$ cat src/rtl/beat_sequencer.sv
// beat_sequencer: one-hot timing-beat generator for the hardwired CPU controller.
// It issues NBEAT one-hot beats per machine cycle. The controller can shorten
// or lengthen each cycle. The block also latches the console mode, keeps the
// st0 phase flag, handles stop requests and counts completed machine cycles.
module beat_sequencer #(
  parameter int NBEAT       = 4,
  parameter int NORM_BEATS  = 2,
  parameter int SHORT_BEATS = 1,
  parameter int CNT_W       = 8
) (
  input  logic             t3,
  input  logic             clr,
  input  logic             swc,
  input  logic             swb,
  input  logic             swa,
  input  logic             qd,
  input  logic             short,
  input  logic             long,
  input  logic             stop,
  output logic [NBEAT-1:0] w,
  output logic             st0,
  output logic [2:0]       mode,
  output logic             running,
  output logic [CNT_W-1:0] cyc_cnt
);

  typedef enum logic {
    IDLE = 1'b0,
    RUN  = 1'b1
  } state_t;

  localparam logic [NBEAT-1:0] BEAT1 = NBEAT'(1);
  // Bits k >= SHORT_BEATS-1: the beats where a short request may close the cycle.
  localparam logic [NBEAT-1:0] GE_SHORT_MASK = ~((BEAT1 << (SHORT_BEATS - 1)) - BEAT1);

  state_t           state_q, state_d;
  logic [NBEAT-1:0] w_q, w_d;
  logic             st0_q, st0_d;
  logic [2:0]       mode_q, mode_d;
  logic             running_q, running_d;
  logic [CNT_W-1:0] cyc_cnt_q, cyc_cnt_d;
  logic             stop_pend_q, stop_pend_d;

  logic [2:0]       sw;
  logic             mode_chg;
  logic             end_cyc;

  assign sw       = {swc, swb, swa};
  assign mode_chg = (sw != mode_q);

  // Decide whether the current beat closes the machine cycle. Short beats long, and the last beat always ends the cycle.
  always_comb begin
    end_cyc = w_q[NBEAT-1];
    if (short) begin
      end_cyc = end_cyc | (|(w_q & GE_SHORT_MASK));
    end else if (long) begin
      end_cyc = end_cyc;
    end else begin
      end_cyc = end_cyc | w_q[NORM_BEATS-1];
    end
  end

  // Next-state logic. A mode change outranks end-of-cycle and stop handling.
  always_comb begin
    // NOTE: every target gets a default first, so no path leaves a value unassigned and no latch is inferred.
    state_d     = state_q;
    w_d         = w_q;
    st0_d       = st0_q;
    mode_d      = mode_q;
    cyc_cnt_d   = cyc_cnt_q;
    stop_pend_d = stop_pend_q;

    unique case (state_q)
      IDLE: begin
        if (mode_chg) begin
          st0_d  = 1'b0;
          mode_d = sw;
        end
        if (qd) begin
          state_d   = RUN;
          w_d       = BEAT1;
          mode_d    = sw;
          cyc_cnt_d = '0;
        end
      end
      RUN: begin
        if (mode_chg) begin
          state_d     = IDLE;
          w_d         = '0;
          st0_d       = 1'b0;
          stop_pend_d = 1'b0;
          mode_d      = sw;
        end else if (end_cyc) begin
          cyc_cnt_d = cyc_cnt_q + CNT_W'(1);
          st0_d     = 1'b1;
          if (stop_pend_q || stop) begin
            state_d     = IDLE;
            w_d         = '0;
            stop_pend_d = 1'b0;
          end else begin
            w_d = BEAT1;
          end
        end else begin
          w_d = w_q << 1;
          if (stop) begin
            stop_pend_d = 1'b1;
          end
        end
      end
      default: begin
        state_d = IDLE;
        w_d     = '0;
      end
    endcase

    running_d = (state_d == RUN);
  end

  // State and output registers with synchronous active-low clear.
  always_ff @(posedge t3) begin
    // NOTE: sequential state uses non-blocking assignments so that every register samples pre-edge values.
    if (!clr) begin
      state_q     <= IDLE;
      w_q         <= '0;
      st0_q       <= 1'b0;
      mode_q      <= 3'b000;
      running_q   <= 1'b0;
      cyc_cnt_q   <= '0;
      stop_pend_q <= 1'b0;
    end else begin
      state_q     <= state_d;
      w_q         <= w_d;
      st0_q       <= st0_d;
      mode_q      <= mode_d;
      running_q   <= running_d;
      cyc_cnt_q   <= cyc_cnt_d;
      stop_pend_q <= stop_pend_d;
    end
  end

  assign w       = w_q;
  assign st0     = st0_q;
  assign mode    = mode_q;
  assign running = running_q;
  assign cyc_cnt = cyc_cnt_q;

endmodule

$ cat config.mk
export PLATFORM = sky130hd
export DESIGN_NAME = beat_sequencer
export DESIGN_NICKNAME = d
export VERILOG_FILES = /design/src/rtl/beat_sequencer.sv
export SDC_FILE = /design/constraint.sdc
export NUM_CORES = 1
export LEC_CHECK = 0
export CAP_MARGIN = 25
export CELL_PAD_IN_SITES_DETAIL_PLACEMENT = 1
export CELL_PAD_IN_SITES_GLOBAL_PLACEMENT = 2
export CORE_MARGIN = 1
export CORE_UTILIZATION = 27
export CTS_CLUSTER_DIAMETER = 150
export DETAILED_ROUTE_END_ITERATION = 12
export GPL_ROUTABILITY_DRIVEN = 0
export PLACE_DENSITY = 0.91
export SETUP_SLACK_MARGIN = 0.1
export SLEW_MARGIN = 20
export SYNTH_ARGS = -nofsm -noshare
export SYNTH_HDL_FRONTEND = slang
export SYNTH_SLANG_ARGS = --single-unit
$ cat constraint.sdc
create_clock -name t3 -period 3.1 [get_ports t3]
set_input_delay 0.93 -clock t3 [delete_from_list [all_inputs] [get_ports t3]]
set_output_delay 0.93 -clock t3 [all_outputs]
set_load 0.01 [all_outputs]
## Word level (Yosys, flattened, before mapping)

Cells that the tools add are included.

| word-level totals | value |
|---|---|
| register bits | 18 |
| output and inout port bits | 17 |
| logic and storage cells | 50 |

| operators by class | value |
|---|---|
| add/subtract/negate cells | 1 |
| equality and inequality tests | 7 |
| mux-type cells | 27 |
| bitwise logic cells | 3 |
| reduce and logical (&&, ||, !) cells | 6 |

Operators by type and width:

| kind | number |
|---|---|
| $mux 8 | 3 |
| $pmux 8 s2 | 1 |
| $mux 1 | 14 |
| $mux 4 | 3 |
| $add 8x1->8 const B | 1 |
| $pmux 4 s2 | 1 |
| $mux 3 | 2 |
| $ne 2x2->1 const B | 3 |
| $pmux 3 s2 | 1 |
| $reduce_and 3->1 | 2 |
| $pmux 1 s2 | 2 |
| $reduce_or 4->1 | 1 |
| $ne 3x1->1 const B | 1 |
| $ne 3x2->1 const B | 1 |
| $ne 3x3->1 | 1 |
| $reduce_bool 3->1 | 1 |
| $ne 2x1->1 const B | 1 |
| $or 1x1->1 | 2 |
| $reduce_and 2->1 | 1 |
| $logic_or 1x1->1 | 1 |
| $not 1->1 | 1 |

## Longest topological paths before layout

| depth | value |
|---|---|
| depth after elaboration | 6 |
| depth in mapped cells | 5 |

## Worst setup path after synthesis

No wires, ideal clock.

| timing path | value |
|---|---|
| kind | input to register |
| start point | input swc |
| end point | register cyc_cnt_q[6], in the netlist cyc_cnt[6] |
| library setup time | 0.070 ns |
| data arrival time | 2.067 ns |
| data required time | 3.030 ns |
| slack | 0.963 ns |
| stages on the path | 5 |
| buffers on the path | 1 |
| cell sequence | xnor2_1 -> nand4_1 -> buf_2 -> or4_1 -> a21oi_1 |

| on the way | value |
|---|---|
| cells in the longest elaborated chain, start to end | 3 |

RTL lines:

| element | RTL line | source |
|---|---|---|
| start, declared | 13 | `input logic swc,` |
| $ne 3x3->1 | 49 | `assign mode_chg = (sw != mode_q);` |
| $ne 2x2->1 (no source line) | - |  |
| $reduce_and 3->1 (no source line) | - |  |
| end signal, assigned | 136 | `cyc_cnt_q <= cyc_cnt_d;` |
| end, declared | 41 | `logic [CNT_W-1:0] cyc_cnt_q, cyc_cnt_d;` |

Every way passes these cells.
A chain may end at the register's enable or synchronous reset.

## Final worst setup path

| timing path | value |
|---|---|
| start point | input swc |
| end point | register cyc_cnt_q[3], in the netlist cyc_cnt[3] |

The elaborated chain is that of the path after synthesis.

==> flow_metrics.env <==
export IMPL_status="complete, but fails checks"
export IMPL_violations="DRC"
export IMPL_crit_chain="clkdlybuf4s50_1, xnor2_1, nand4_1, buf_4, or4_1, a21oi_1"
export IMPL_worstSkewPairLatency_ns=0.29
export IMPL_post_cts_resized=0
export IMPL_antenna_left=0
export IMPL_grt_usage_pct=13.97
export IMPL_ir_worst_vdd_v=0.0002536
export IMPL_grt_pass1_wl_um=3636
export IMPL_power_leakage_nw=0.3670
export IMPL_start_kind="input pin"
export IMPL_min_to="cyc_cnt[7]$_SDFFE_PN0P_"
export IMPL_cts_tree="built"
export IMPL_tns_ns=0
export IMPL_holdPathStages=2
export IMPL_final_area_sq_um=1135
export IMPL_clk_pin_slew_ns=0.11
export IMPL_post_route_min_period_ns=2.390
export IMPL_rrSetupSlack_ns=1.37
export IMPL_synth_edf_count=0
export IMPL_drtPass1Iterations=8
export IMPL_reg2reg_to="st0$_SDFFE_PN0P_"
export IMPL_path_buf_inv=2
export IMPL_port_buffers=25
export IMPL_grt_antenna_before_repair=0
export IMPL_cts_buffers_inserted=3
export IMPL_cp_required_ns=3.33
export IMPL_die_h_um=56.97
export IMPL_totalWireLength_um=2205
export IMPL_hold_start="cyc_cnt[7]$_SDFFE_PN0P_"
export IMPL_routedWlPerCell_um=14.90
export IMPL_synth_common_cells="dfxtp_1 (18), a21oi_1 (8), o31ai_1 (6), or4_1 (6)"
export IMPL_cts_htree_levels=1
export IMPL_yosysTopAreaCellShare_pct=44.17
export IMPL_slew_headroom_pct=64.09
export IMPL_critPathLaunch="swc"
export IMPL_async_reset_ff_share_pct=0
export IMPL_critPathMaxFanout=13
export IMPL_post_cts_buffers=0
export IMPL_worstSetupPathType="in -> reg"
export IMPL_viasPerCell=5.439
export IMPL_finalCritPeriodShare_pct=77.08
export IMPL_final_core_util_pct=40.46
export IMPL_areaGrowthSynthToFinish_pct=39.11
export IMPL_ys_ff_latch=18
export IMPL_final_max_slew_viol_count=0
export IMPL_clkSinkCount=18
export IMPL_ys_warn_count=0
export IMPL_synth_seq_area_share_pct=44.17
export IMPL_syn_inst=90
export IMPL_clockRootBuffer="clkbuf_4"
export IMPL_postSynthAreaPerCell_sq_um=9.064
export IMPL_max_freq_mhz=418.5
export IMPL_max_cap_violations=0
export IMPL_clk_path_buf_depth=2
export IMPL_placed_area_sq_um=1099
export IMPL_max_stage_delay_ns=0.53
export IMPL_dp_hpwl_um=1588
export IMPL_antenna_cells=0
export IMPL_worst_slew_pin_slew_ns=0.5386
export IMPL_nets=128
export IMPL_finalNonFillerCells=148
export IMPL_yosysMostFrequentCell="dfxtp_1"
export IMPL_crit_arrival_ns=2.62
export IMPL_fp_coreArea_sq_um=2805
export IMPL_timing_rr_start="w[1]$_SDFFE_PN0P_"
export IMPL_power_density_cell_area_nw_per_um2=387.8
export IMPL_io_pins=26
export IMPL_gr_total_overflow=0
export IMPL_setup_viol=0
export IMPL_start_util_pct=29.08
export IMPL_yosysTopAreaCell="dfxtp_1"
export IMPL_dr_total_vias=805
export IMPL_end_kind="flop"
export IMPL_grt_pass1_vias=786
export IMPL_syn_nets=100
export IMPL_ys_top_cells_by_area="dfxtp_1 (44%), o31ai_1 (5.5%), or4_1 (5.5%)"
export IMPL_dr_wl_met2_um=1059
export IMPL_netlist_area_sq_um=815.8
export IMPL_hold_viol=0
export IMPL_cts_hold_buf=0
export IMPL_core_rowCount=19
export IMPL_r2r_cells=4
export IMPL_met3_length_um=109
export IMPL_finalClockSkew_ns=0.001658
export IMPL_drc_errors=4
export IMPL_die_area_sq_um=3245
export IMPL_cp_slowest_cell="or4_1"
export IMPL_n_fill_cell=337
export IMPL_grt_max_degree=19
export IMPL_fp_dieW_um=56.97
export IMPL_rsz0062_at_grt="no"
export IMPL_critPathTopFamily="simple AND/OR/NAND/NOR gates"
export IMPL_drtIter0Drc=12
export IMPL_met1_length_um=1036
export IMPL_layout_drive_gt1_share_pct=5.128
export IMPL_dp_cells=144
export IMPL_synthDistinctLibCells=29
export IMPL_worstHoldPathType="reg -> reg"
export IMPL_synth_flop_cell="dfxtp_1"
export IMPL_topRoutingLayerUsed="met3"
per-stage QoR:
| step | setup slack (ns) | hold slack [ns] | power (mW) |
|---|---|---|---|
| after floorplan | 0.9628 | 0.4959 | 0.2707 |
| after global placement | 0.4698 | 0.4780 | 0.2958 |
| after detailed placement | 0.3899 | 0.4784 | 0.2976 |
| after CTS | 0.7065 | 0.4979 | 0.4466 |
| after global routing | 0.6216 | 0.5265 | 0.4631 |
| final | 0.7104 | 0.4934 | 0.4401 |
per-layer routing:
metal	vias to the layer above	track usage (%)
met5	-	0
met4	0	2.091
met3	0	4.082
met2	25	24.03
met1	385	17.70
li1	395	-
cells in the final DEF, fill, tap and decap left out, drive strengths merged:
cell type	n
nand2b	2
o31ai	6
dfxtp	18
nand2	5
o21a	1
a21boi	1
or4	6
o41ai	1
nand4	4
clkdlybuf4s50	25
nor2b	3
clkbuf	4
mux2i	1
a32oi	3
and3b	1
nor4	1
o311a	1
o21ai	2
xnor2	3
nor2	5
and4	1
ha	1
and2	5
a21o	1
buf	1
inv	2
o22ai	1
and3	1
nand3	3
a21oi	8
how the worst max path moves through the flow:
stage / to / depth (start not counted)
CTS: cyc_cnt[3]$_SDFFE_PN0P_ / 6
global route: cyc_cnt[3]$_SDFFE_PN0P_ / 6
finish: cyc_cnt[3]$_SDFFE_PN0P_ / 6
floorplan: cyc_cnt[6]$_SDFFE_PN0P_ / 5
global placement: cyc_cnt[7]$_SDFFE_PN0P_ / 6
detailed placement: cyc_cnt[3]$_SDFFE_PN0P_ / 6
where the power goes:
| group | leakage [nW] | total [mW] | switching [mW] | internal [mW] |
|---|---|---|---|---|
| logic | 0.200 | 0.0510 | 0.0248 | 0.0262 |
| clock network | 0.0210 | 0.147 | 0.0760 | 0.0715 |
| registers | 0.146 | 0.242 | 0.00546 | 0.236 |
| total | 0.367 | 0.440 | 0.106 | 0.334 |
sequential cells by signal, indices dropped and copies added (netlist names):
| name | count |
|---|---|
| cyc_cnt | 8 |
| w | 4 |
| mode | 3 |
| running | 1 |
| st0 | 1 |
| stop_pend_q | 1 |
worst register-to-register path, cell delays in order, from the launching register on:
cell     delay [ns]
dfxtp_1        0.38
nor4_1         0.37
a21o_1         0.48
nor2_1         0.20
o21a_1         0.22
area by class of cell:
cell class                 count  area, sq um  area share (%)
tap                           31        38.79           3.418
timing repair buffer          26        257.7           22.71
multi-input combinational     67        434.2           38.26
sequential                    18        360.3           31.75
clock buffer                   4        36.28           3.197
inverter                       2        7.507          0.6615
logic make-up (layout without fill, tap and decap cells):
| logic type | Yosys count | after routing | share of synthesized area (%) |
|---|---|---|---|
| buffers and inverters | 5 | 32 | 2.607 |
| AOI/OAI and AO/OA | 25 | 25 | 20.71 |
| adders and majority gates | 1 | 1 | 1.533 |
| DFF | 18 | 18 | 44.17 |
| muxes | 1 | 1 | 1.227 |
| and+or+nand+nor | 37 | 37 | 26.53 |
| xor gates and xnor gates | 3 | 3 | 3.221 |
(Power assumes the default switching activity.)
==> RTL edit, RTL diff (config.mk and constraints unchanged) <==
Register the output `cyc_cnt` once more, without a reset; this adds one clock of latency there. The other outputs are not delayed to match.
--- a/src/rtl/beat_sequencer.sv
+++ b/src/rtl/beat_sequencer.sv
@@ -143,5 +143,7 @@
   assign mode    = mode_q;
   assign running = running_q;
-  assign cyc_cnt = cyc_cnt_q;
+  always_ff @(posedge t3) begin
+    cyc_cnt <= cyc_cnt_q;
+  end
 
 endmodule
Formal check against the unedited RTL: not equivalent (a bounded check fails within 4 cycles, from zero or initial values).
==> RTL edit against the unedited design <==
Maximum frequency is 7.7% lower; sequential cell count is 8 higher; clock power is 90% higher; first-iteration DRC count is 120% higher; design area is 19% higher; setup slack worse by 0.20 ns; power is 54% higher; sequential power is 42% higher; area after synthesis is 22% higher; global-route usage is 1.4 points lower; routed wire length is 4.4% higher; largest cell class is now flip-flops and latches; highest routed layer is now met4.
==> RTL edit: results (changes against the unedited design) <==
- Min-Delay Startpoint: cyc_cnt_q[7]$_SDFFE_PN0P_ (was cyc_cnt[7]$_SDFFE_PN0P_)
- The number of unique standard cell types used by synthesis is 32 (was 29).
* Pin count of the biggest net entering global routing: 17 (was 19)
- The count of routing violations after the opening detailed-route iteration came to 26 (was 12).
- The maximum resistive drop on vdd came to 0.339 mV (was 0.254 mV).
* Per-cell via count in the routed design: 4.96 (was 5.44)
* Wire length of the first global-routing pass: 3890 um (was 3640 um)
- The number of nets produced by synthesis was 107 (was 100).
- Most numerous cell types in the synthesized netlist: 26 x sky130_fd_sc_hd__dfxtp_1, 8 x sky130_fd_sc_hd__a21oi_1, 6 x sky130_fd_sc_hd__nor2_1, 6 x sky130_fd_sc_hd__o31ai_1 (was 18 x sky130_fd_sc_hd__dfxtp_1, 8 x sky130_fd_sc_hd__a21oi_1, 6 x sky130_fd_sc_hd__o31ai_1, 6 x sky130_fd_sc_hd__or4_1)
- The fraction of final layout cells with drive strength greater than 1 was 6.50% (was 5.13%).
- The total global-route track usage was 12.5% (was 14.0%).
* Pre-CTS setup slack: 0.224 ns (was 0.390 ns)
* Worst min-delay path endpoint: cyc_cnt[7]$_DFF_P_ (was cyc_cnt[7]$_SDFFE_PN0P_)
* CTS root buffer: sky130_fd_sc_hd__clkbuf_8 (was sky130_fd_sc_hd__clkbuf_4)
- Average wire per standard cell: 13.6 um (was 14.9 um)
- The latest clock arrival within the worst-skew pair is 0.27 ns (was 0.29 ns).
- The number of detailed-routing iterations run before antenna repair was 4 (was 8).
- The worst hold path cell count was 0 (was 2).
- Sequential-to-total area share from yosys stat: 52.3% (was 44.2%)
- Worst-Margin Slew: 0.480 ns (was 0.539 ns)
* Reg-to-reg endpoint: cyc_cnt_q[7]$_SDFFE_PN0P_ (was st0$_SDFFE_PN0P_)
- The count of antenna diodes in the layout is 0 (unchanged).
- Run status: complete, no violations (was finished with violations)
- Fillers: 396 (was 337)
* Clock transition at path regs: 0.08 ns (was 0.11 ns)
- Post-Route Skew: 0.00649 ns (was 0.00166 ns)
- The total half-perimeter wirelength after legalization and detailed placement came to 1730 um (was 1590 um).
- The critical path launch point is swa (was swc).
- Cell types with the largest area share after synthesis: sky130_fd_sc_hd__dfxtp_1 52%, sky130_fd_sc_hd__o31ai_1 4.5%, sky130_fd_sc_hd__a21oi_1 4.0% (was sky130_fd_sc_hd__dfxtp_1 44%, sky130_fd_sc_hd__o31ai_1 5.5%, sky130_fd_sc_hd__or4_1 5.5%)
- The setup slack of the worst register-to-register path came to 1.26 ns (was 1.37 ns).
- Worst r2r src: mode[0]$_SDFF_PN0_ (was w[1]$_SDFFE_PN0P_)
## RTL edit: stage by stage
step	instance area, um2	util, %	instances	hold WS [ns]
floorplan	995	-	97	0.344
global placement	1280	37.1	165	0.356
detailed placement	1280	37.1	165	0.371
CTS	1350	39.1	169	0.384
global route	1350	39.1	169	0.391
finish	1350	39.1	169	0.380
## RTL edit: layout make-up
type	count	area, um2	area share, %
clock buffer	3	41.3	3.06
clock inverter	1	30.0	2.23
inverter	2	7.51	0.557
multi-input combinational	66	440	32.7
sequential	26	520	38.6
tap	46	57.6	4.27
timing repair buffer	25	250	18.6
## RTL edit: power by group
| part | switching [mW] | total, mW | internal [mW] |
|---|---|---|---|
| Combinational | 0.0275 | 0.0541 | 0.0266 |
| Sequential | 0.00511 | 0.344 | 0.339 |
| Clock | 0.107 | 0.279 | 0.173 |
| Total | 0.139 | 0.677 | 0.538 |
## RTL edit: metal layers
metal  vias to the layer above  share of wire [%]  global-route usage [%]
li1                        419                  -                       -
met3                         5                5.2                    4.01
met1                       394                 42                    13.6
met4                         0                1.2                    3.49
met2                        21                 51                    23.0
met5                         -                  0                       0
## RTL edit: cells by family after synthesis
| family | synth area share (%) |
|---|---|
| AND/OR/NAND/NOR | 20.8 |
| AO/OA/AOI/OAI | 19.6 |
| flip-flops | 52.3 |
| buffers and inverters | 3.40 |
| XOR/XNOR | 2.64 |
| adder cells (fa/ha/maj) | 1.26 |
## RTL edit: how the worst max path moves through the flow
stage | slack, ns | to | cells past startpoint
2_1_floorplan | 0.91 | cyc_cnt_q[6]$_SDFFE_PN0P_ | 5
3_3_place_gp | 0.34 | cyc_cnt_q[5]$_SDFFE_PN0P_ | 5
3_5_place_dp | 0.22 | cyc_cnt_q[7]$_SDFFE_PN0P_ | 5
4_1_cts | 0.51 | cyc_cnt_q[7]$_SDFFE_PN0P_ | 5
5_1_grt | 0.38 | cyc_cnt_q[5]$_SDFFE_PN0P_ | 5
6_report | 0.51 | cyc_cnt_q[7]$_SDFFE_PN0P_ | 5
## RTL edit: worst max-delay path, cell delays in order
cell and delay [ns]:
sky130_fd_sc_hd__clkdlybuf4s50_1 0.43, sky130_fd_sc_hd__xnor2_1 0.31, sky130_fd_sc_hd__nand4_2 0.36, sky130_fd_sc_hd__or4_1 0.60
sky130_fd_sc_hd__a21oi_1 0.16
